<file path="src/rtl/addsub_arb_pkg.sv">
// Shared definitions for the two-requester add/subtract arbiter: default
// datapath width and the FSM state encoding.
package addsub_arb_pkg;

  localparam int WIDTH_DEFAULT = 32;

  typedef enum logic [1:0] {
    IDLE = 2'd0,
    EXEC = 2'd1,
    HOLD = 2'd2
  } state_e;

endpackage

</file>
<file path="src/rtl/addsub_core.sv">
// Combinational WIDTH-bit adder/subtractor producing sum, carry out of the
// MSB (1 = no borrow when subtracting) and signed overflow.
module addsub_core #(
  parameter int WIDTH = addsub_arb_pkg::WIDTH_DEFAULT
) (
  input  logic [WIDTH-1:0] a,
  input  logic [WIDTH-1:0] b,
  input  logic             sub,
  output logic [WIDTH-1:0] sum,
  output logic             cout,
  output logic             ovf
);

  logic [WIDTH-1:0] b_eff;
  logic [WIDTH:0]   full;

  always_comb begin
    // Subtraction as a + ~b + 1, so one adder serves both operations.
    b_eff = sub ? ~b : b;
    full  = {1'b0, a} + {1'b0, b_eff} + {{WIDTH{1'b0}}, sub};
    sum   = full[WIDTH-1:0];
    cout  = full[WIDTH];
    ovf   = (a[WIDTH-1] == b_eff[WIDTH-1]) && (sum[WIDTH-1] != a[WIDTH-1]);
  end

endmodule

</file>
<file path="src/rtl/addsub_arbiter.sv">
// Two-requester round-robin arbiter in front of a shared add/subtract unit;
// one operation in flight, IDLE -> EXEC -> HOLD per operation.
module addsub_arbiter
  import addsub_arb_pkg::*;
#(
  parameter int WIDTH = WIDTH_DEFAULT
) (
  input  logic             clk,
  input  logic             rst_n,
  input  logic             req0_valid,
  output logic             req0_ready,
  input  logic [WIDTH-1:0] req0_a,
  input  logic [WIDTH-1:0] req0_b,
  input  logic             req0_sub,
  input  logic             req1_valid,
  output logic             req1_ready,
  input  logic [WIDTH-1:0] req1_a,
  input  logic [WIDTH-1:0] req1_b,
  input  logic             req1_sub,
  output logic             rsp_valid,
  input  logic             rsp_ready,
  output logic             rsp_id,
  output logic [WIDTH-1:0] rsp_sum,
  output logic             rsp_cout,
  output logic             rsp_ovf
);

  state_e           state_q, state_d;
  logic             ptr_q, ptr_d;
  logic [WIDTH-1:0] a_q, a_d, b_q, b_d;
  logic             sub_q, sub_d, id_q, id_d;
  logic [WIDTH-1:0] sum_q, sum_d;
  logic             cout_q, cout_d, ovf_q, ovf_d, rid_q, rid_d;
  logic             gnt0, gnt1;
  logic [WIDTH-1:0] core_sum;
  logic             core_cout, core_ovf;

  addsub_core #(.WIDTH(WIDTH)) u_core (
    .a    (a_q),
    .b    (b_q),
    .sub  (sub_q),
    .sum  (core_sum),
    .cout (core_cout),
    .ovf  (core_ovf)
  );

  always_comb begin
    // NOTE: every signal gets a default first so no path leaves it unassigned (no latch).
    state_d = state_q;
    ptr_d   = ptr_q;
    a_d     = a_q;
    b_d     = b_q;
    sub_d   = sub_q;
    id_d    = id_q;
    sum_d   = sum_q;
    cout_d  = cout_q;
    ovf_d   = ovf_q;
    rid_d   = rid_q;
    gnt0    = 1'b0;
    gnt1    = 1'b0;
    case (state_q)
      IDLE: begin
        // ptr_q = 0 favours requester 0 on a tie, 1 favours requester 1.
        gnt0 = req0_valid & (~req1_valid | ~ptr_q);
        gnt1 = req1_valid & (~req0_valid |  ptr_q);
        if (gnt0 | gnt1) begin
          state_d = EXEC;
          ptr_d   = gnt0;
          id_d    = gnt1;
          a_d     = gnt1 ? req1_a   : req0_a;
          b_d     = gnt1 ? req1_b   : req0_b;
          sub_d   = gnt1 ? req1_sub : req0_sub;
        end
      end
      EXEC: begin
        state_d = HOLD;
        sum_d   = core_sum;
        cout_d  = core_cout;
        ovf_d   = core_ovf;
        rid_d   = id_q;
      end
      HOLD: begin
        if (rsp_ready) state_d = IDLE;
      end
      default: state_d = IDLE;
    endcase
  end

  // NOTE: non-blocking assignments so every flop samples pre-edge values.
  always_ff @(posedge clk or negedge rst_n) begin
    if (!rst_n) begin
      state_q <= IDLE;
      ptr_q   <= 1'b0;
      a_q     <= '0;
      b_q     <= '0;
      sub_q   <= 1'b0;
      id_q    <= 1'b0;
      sum_q   <= '0;
      cout_q  <= 1'b0;
      ovf_q   <= 1'b0;
      rid_q   <= 1'b0;
    end else begin
      state_q <= state_d;
      ptr_q   <= ptr_d;
      a_q     <= a_d;
      b_q     <= b_d;
      sub_q   <= sub_d;
      id_q    <= id_d;
      sum_q   <= sum_d;
      cout_q  <= cout_d;
      ovf_q   <= ovf_d;
      rid_q   <= rid_d;
    end
  end

  assign req0_ready = gnt0;
  assign req1_ready = gnt1;
  assign rsp_valid  = (state_q == HOLD);
  assign rsp_id     = rid_q;
  assign rsp_sum    = sum_q;
  assign rsp_cout   = cout_q;
  assign rsp_ovf    = ovf_q;

endmodule

</file>
<file path="config.mk">
export PLATFORM = sky130hd
export DESIGN_NAME = addsub_arbiter
export DESIGN_NICKNAME = d
export VERILOG_FILES = /design/src/rtl/addsub_arb_pkg.sv /design/src/rtl/addsub_core.sv /design/src/rtl/addsub_arbiter.sv
export SDC_FILE = /design/constraint.sdc
export NUM_CORES = 1
export LEC_CHECK = 0
export CAP_MARGIN = 20
export CORE_AREA = 2 2 112 136
export DETAILED_ROUTE_END_ITERATION = 10
export DIE_AREA = 0 0 114 138
export PLACE_DENSITY = 0.77
export SYNTH_ARGS = -nofsm -noshare
export SYNTH_HDL_FRONTEND = slang
export SYNTH_SLANG_ARGS = --single-unit
</file>
<file path="constraint.sdc">
create_clock -name clk -period 3.25 [get_ports clk]
set_input_delay 0.8125 -clock clk [delete_from_list [all_inputs] [get_ports clk]]
set_output_delay 0.8125 -clock clk [all_outputs]
set_load 0.01 [all_outputs]
</file>
==> results.json <==
{
  "synth_compound_area_share_pct": 19.5,
  "register_area_um2": 2600,
  "core_um2": 14600,
  "cts.hold.buffers_added": 0,
  "grt_pass1_wl_mm": 26.4,
  "min_period_ns": 3.19,
  "total_power_mw": 11.1,
  "ys_async_sr_fraction_pct": 100,
  "final_cell_area_um2": 8760,
  "wl_mm": 15.9,
  "pre_cts_ws_ns": -0.0408,
  "syn2layout_area_growth_pct": 36.7,
  "post_drt_wl_per_cell_um": 15.3,
  "dieArea_um2": 15700,
  "hold_path.class": "in2async",
  "cp.required_ns": 2.44,
  "multi_input_area_um2": 3670,
  "fillers": 1284,
  "slew_violations": 0,
  "ys_dominant_reg_cell": "dfrtp_1",
  "cts_tree": "yes",
  "synth_area_per_cell_um2": 9.21,
  "drcViolationCount": 0,
  "root_buffer": "clkbuf_16",
  "crit_buf_inv": 3,
  "tightestPinTransition_ns": 0.704,
  "ys_warn_count": 0,
  "ir_drop_uv": 553,
  "vias": 5547,
  "antenna_found_initial": 0,
  "slowest_stage": "clkdlybuf4s50_1",
  "start_kind": "input port",
  "synth_fp_nets": 863,
  "cts_made_buffers": 9,
  "drt_iter0_drc": 307,
  "ys_ff_latch": 104,
  "synth-simple-area-share_pct": 11.9,
  "htreeDepth": 3,
  "clk_latency_ns": 0.35,
  "pwr-share-seq_pct": 21.9,
  "detail_route.vias_per_cell": 5.34,
  "finalCritPeriodShare_pct": 98.3,
  "max_stage_delay_ns": 0.54,
  "dpl.cell_count": 1021,
  "path_max_fanout": 3,
  "p_int_mw": 5.92,
  "drive_gt1_share_pct": 6.62,
  "slew_headroom_pct": 53.1,
  "start_util_pct": 43.9,
  "grt_overflow": 0,
  "cap_viol_max_count": 0,
  "die_x_um": 114,
  "synth-adder-area-share_pct": 6.37,
  "globalplace.congestion": 0.886,
  "synthCells": 696,
  "grt_pass1_vias": 5375,
  "layout_setup_ws_ns": 0.0554,
  "cts_buffer_depth": 2,
  "grtUsageTotal_pct": 20.6,
  "crit_chain": "clkdlybuf4s50_1 > o21ai_4 > or3_1 > inv_1 > clkdlybuf4s50_1",
  "final_cells": 1039,
  "netSwitchingPower_mw": 5.14,
  "clkPwrFrac_pct": 9.9,
  "cp.arrival_ns": 2.38,
  "synth_edf_count": 0,
  "grt_setup_unrepaired": "yes",
  "hold_viol_final": 0,
  "combPwrFrac_pct": 68.2,
  "path_delay_family": "buffers and inverters",
  "antenna_left": 0,
  "fmax_mhz": 313,
  "fin_util_pct": 60.0,
  "port_buffers": 172,
  "ios": 173,
  "cts.clk_slew.worst_paths_ns": 0.07,
  "dr.pass1.iters": 4,
  "status": "finished, final reports clean",
  "fin_nets": 1023,
  "crit_top_cell": "clkdlybuf4s50_1",
  "setup_violations": 0,
  "die_h_um": 138,
  "p_per_area_nw_per_um2": 1260,
  "synth_top_family_by_area": "compound AO/OA/AOI/OAI gates",
  "rows": 49,
  "synth_cell_types": 55,
  "end_kind": "primary output",
  "grt_max_degree": 132,
  "finClkSkew_ns": 0.00723,
  "n_antenna_cell": 0,
  "synthMuxAreaShare_pct": 10.5,
  "clock-sinks": 104,
  "synth-xor-area-share_pct": 7.79,
  "leakage_nw": 4.05,
  "syn-cell-area_um2": 6410,
  "dp.final_hpwl_mm": 11.9,
  "critPathKind": "in2out",
  "yosysSeqAreaShare_pct": 40.6,
  "p_sw_share_pct": 46.5,
  "placed_cell_area_um2": 8360
}
==> cell families after synthesis <==
group,count (synthesis)
AO/OA/AOI/OAI,199
AND/OR/NAND/NOR,181
flip-flops,104
multiplexers,67
XOR/XNOR,57
buffers and inverters,56
adder cells (fa/ha/maj),32
==> worst register-to-register path, cell delays in order, from the launching register on <==
cell	delay, ns
dfrtp_2	0.44
buf_12	0.17
xor2_1	0.18
ha_1	0.41
nand4_1	0.23
nor3_1	0.35
o31ai_4	0.16
nand2_1	0.11
a211o_1	0.15
a21oi_1	0.08
o31ai_1	0.33
nor4_1	0.08
a211o_1	0.29
==> power groups by stage <==
stage | registers [mW] | logic, mW | clock network (mW)
finish | 2.42 | 7.55 | 1.09
global route | 2.50 | 8.37 | 1.17
CTS | 2.42 | 7.29 | 1.12
detailed placement | 2.43 | 7.20 | 0
global placement | 2.41 | 7.09 | 0
floorplan | 2.39 | 5.19 | 0
==> per-stage QoR <==
stage | hold WS (ns) | setup TNS (ns)
floorplan | 0.456 | 0
global placement | 0.450 | 0
detailed placement | 0.458 | -0.0408
CTS | 0.454 | 0
global route | 0.467 | -0.0514
finish | 0.430 | 0
==> cell usage in the layout, fill, tap and decap left out, drive strengths merged, types with 14 or more instances in the layout <==
master / n
inv: 17
a21oi: 23
dfrtp: 104
xor2: 39
xnor2: 18
clkdlybuf4s50: 171
o21ai: 108
buf: 16
nor2: 27
mux2i: 67
ha: 31
clkbuf: 14
nand2: 115
==> what timing repair did <==
| action | in CTS | in global routing |
|---|---|---|
| setup buffers | 0 | 1 |
| setup endpoints to repair | 1 | 13 |
| resized for setup | 2 | 13 |
| cloned | 0 | 1 |
==> routing by layer <==
layer / vias to the layer above / routed length (um) / track usage, %
met3: 26 / 660 / 1.89
li1: 2766 / - / -
met2: 176 / 7570 / 32.5
met5: - / 0 / 0
met1: 2579 / 7340 / 29.8
met4: 0 / 337 / 7.06
==> final cells by class <==
| type | instances | area share [%] |
|---|---|---|
| timing repair buffer | 188 | 21.6 |
| multi-input combinational | 536 | 41.9 |
| clock inverter | 3 | 0.457 |
| tap | 178 | 2.54 |
| inverter | 17 | 0.729 |
| clock buffer | 13 | 2.97 |
| sequential | 104 | 29.7 |
==> sequential cells by signal, summed over array words and instances (netlist names) <==
signal    flops
a_q          32
b_q          32
rsp_sum      32
state_q       2
id_q          1
ptr_q         1
rsp_cout      1
rsp_id        1
rsp_ovf       1
sub_q         1
==> cell usage after synthesis (2+ instances only) <==
cell type / count / share of area [%]
xor2_1: 39 / 5.3
mux2i_1: 67 / 10
o211ai_1: 2 / 0.23
nor4_1: 2 / 0.20
a221oi_1: 2 / 0.27
a21oi_1: 22 / 1.7
a211oi_1: 4 / 0.47
clkbuf_1: 30 / 1.8
o21ai_1: 3 / 0.23
buf_1: 6 / 0.35
nor2b_1: 2 / 0.20
and2_1: 3 / 0.29
nor2_1: 27 / 1.6
o21bai_1: 6 / 0.70
o21a_1: 8 / 0.94
buf_2: 2 / 0.16
a31o_2: 2 / 0.27
o211a_1: 2 / 0.31
nand2_1: 115 / 6.7
dfrtp_1: 104 / 41
or2_2: 2 / 0.20
a21o_1: 10 / 1.2
nand3_1: 7 / 0.55
o31ai_1: 6 / 0.70
a211o_1: 2 / 0.27
xnor2_1: 18 / 2.5
a2111oi_0: 2 / 0.27
and3_1: 3 / 0.29
ha_1: 31 / 6.1
nand4_1: 4 / 0.39
a31oi_1: 4 / 0.39
a41oi_1: 2 / 0.27
inv_1: 17 / 1.0
nor3_1: 8 / 0.62
o21ai_0: 105 / 8.2
nand2b_1: 6 / 0.59
a31oi_2: 2 / 0.39
a32o_1: 2 / 0.31
==> path summary, 6_finish.rpt <==
check	slack (ns)	cells past startpoint	end	start
max	0.06	5	req1_ready	req1_valid
min	0.43	1	a_q[7]$_DFFE_PN0P_	rst_n
max reg2reg	0.16	12	rsp_sum[26]$_DFFE_PN0N_	sub_q$_DFFE_PN0P_
min reg2reg	0.47	2	rsp_sum[7]$_DFFE_PN0N_	rsp_sum[7]$_DFFE_PN0N_
max in group asynchronous	2.13	2	sub_q$_DFFE_PN0P_	rst_n
min in group clk	0.47	2	rsp_sum[7]$_DFFE_PN0N_	rsp_sum[7]$_DFFE_PN0N_
Power figures use the tool's default switching activity.
==> RTL change, RTL diff (config.mk and constraints unchanged) <==
Put one more register stage on the output `rsp_ovf`, cleared by the reset. The value now appears one clock later. The other outputs are not delayed to match.
--- a/src/rtl/addsub_arbiter.sv
+++ b/src/rtl/addsub_arbiter.sv
@@ -119,7 +119,13 @@
   assign rsp_id     = rid_q;
   assign rsp_sum    = sum_q;
   assign rsp_cout   = cout_q;
-  assign rsp_ovf    = ovf_q;
+  always_ff @(posedge clk or negedge rst_n) begin
+    if (!rst_n) begin
+      rsp_ovf <= '0;
+    end else begin
+      rsp_ovf <= ovf_q;
+    end
+  end
 
 endmodule
 
Formal check against the unedited RTL: not equivalent (Yosys sat finds a counterexample within 4 cycles, from zero or initial values and one cycle with rst_n low).
==> RTL change against the unedited design <==
- setup slack improved by 0.051 ns
- critical path depth increased by 1
- synthesized area increased by 0.39%
- count of clock-buffer cells in the layout unchanged
- total power decreased by 2.1%
- final area decreased by 0.49%
- wire length decreased by 4.4%
- sequential cell count increased by 1
- global-route usage decreased by 0.53 points
- first-iteration DRC count decreased by 18%
==> RTL change: results (changes against the unedited design) <==
- Seq/Total Area, Yosys: 40.8% (was 40.6%)
- Max frequency: 318 MHz (was 313 MHz)
- Run status: finished, final reports clean (unchanged)
- Post-cts sizing count: 1 (was 2)
- GR Layer Usage met3: 2.63% (was 1.89%)
- Crit path arrival time: 2.33 ns (was 2.38 ns)
- Global Route Usage Sum: 20.1% (was 20.6%)
- M1 WL: 7210 um (was 7340 um)
- Drt first pass iters: 7 (was 4)
- FILL cells: 1299 (was 1284)
- Post-detail-place hpwl: 11900 um (about the same)
- GPL Wtd Cong: 0.855 (was 0.886)
- Flop2flop setup slack: 0.13 ns (was 0.16 ns)
- Hold Slack: 0.421 ns (was 0.430 ns)
- Worst slack at placement: -0.0306 ns (was -0.0408 ns)
- Via density: 5.26 (was 5.34)
- FF+latch count: 105 (was 104)
- Initial DRC count: 253 (was 307)
- Leak: 4.05 nW (about the same)
- Largest net degree at the start of global routing: 66 (was 132)
- Final WL: 15200 um (was 15900 um)
- Synth Area in Compound Gates: 19.4% (was 19.5%)
- Number of global-route vias before repair: 5342 (was 5375)
- Adder-cell share of the synthesized area: 6.34% (was 6.37%)
- Syn Area/Cell: 9.23 um^2 (was 9.21 um^2)
- Post-synthesis mux area share: 10.4% (was 10.5%)
- Signal buffers: 185 (was 188)
- VDD IR max: 0.457 mV (was 0.553 mV)
- Top post-synthesis cells by area: dfrtp_1 41%, mux2i_1 10%, o21ai_0 8.2%, nand2_1 6.7%, ha_1 6.0% (was dfrtp_1 41%, mux2i_1 10%, o21ai_0 8.2%, nand2_1 6.7%, ha_1 6.1%)
- Met1 usage: 29.6% (was 29.8%)
- Reg-to-Reg End: rsp_cout$_DFFE_PN0N_ (was rsp_sum[26]$_DFFE_PN0N_)
- Share of cells above drive strength 1: 5.82% (was 6.62%)
- Routed met2 length: 7110 um (was 7570 um)
- WL met3: 706 um (was 660 um)
- Commonest cells post-synth: 115 x nand2_1, 105 x dfrtp_1, 105 x o21ai_0, 67 x mux2i_1, 39 x xor2_1 (was 115 x nand2_1, 105 x o21ai_0, 104 x dfrtp_1, 67 x mux2i_1, 39 x xor2_1)
- Gate power share: 68.4% (was 68.2%)
- Buffer share of cell area: 21.7% (was 21.6%)
- Met2 usage: 31.4% (was 32.5%)
- Hold crit path type: register to register (was input pin to async pin)
- Clock network area share: 3.16% (was 3.43%)
- Syn Nets: 864 (was 863)
- Reg2Reg Depth: 11 (was 12)
- Wire length of the first global-routing pass: 25900 um (was 26400 um)
- Max_slew headroom: 26.0% (was 53.1%)
[RTL change: stage by stage]
| stage | power [mW] | instance area [um^2] | utilization (%) |
|---|---|---|---|
| 3_3_place_gp | 9.56 | 8410 | 57.6 |
| 6_report | 10.8 | 8710 | 59.7 |
| 4_1_cts | 10.8 | 8690 | 59.5 |
| 2_1_floorplan | 7.60 | 6430 | - |
| 5_1_grt | 11.8 | 8710 | 59.7 |
| 3_5_place_dp | 9.69 | 8410 | 57.6 |
[RTL change: how the worst max path moves through the flow]
stage                           end         startpoint  cells after the start
2_1_floorplan  rsp_cout$_DFFE_PN0N_  sub_q$_DFFE_PN0P_                     12
3_3_place_gp             req0_ready         req1_valid                      3
3_5_place_dp             req0_ready         req1_valid                      3
4_1_cts                  req0_ready         req1_valid                      3
5_1_grt        rsp_cout$_DFFE_PN0N_  sub_q$_DFFE_PN0P_                     11
6_report                 req1_ready         req0_valid                      6
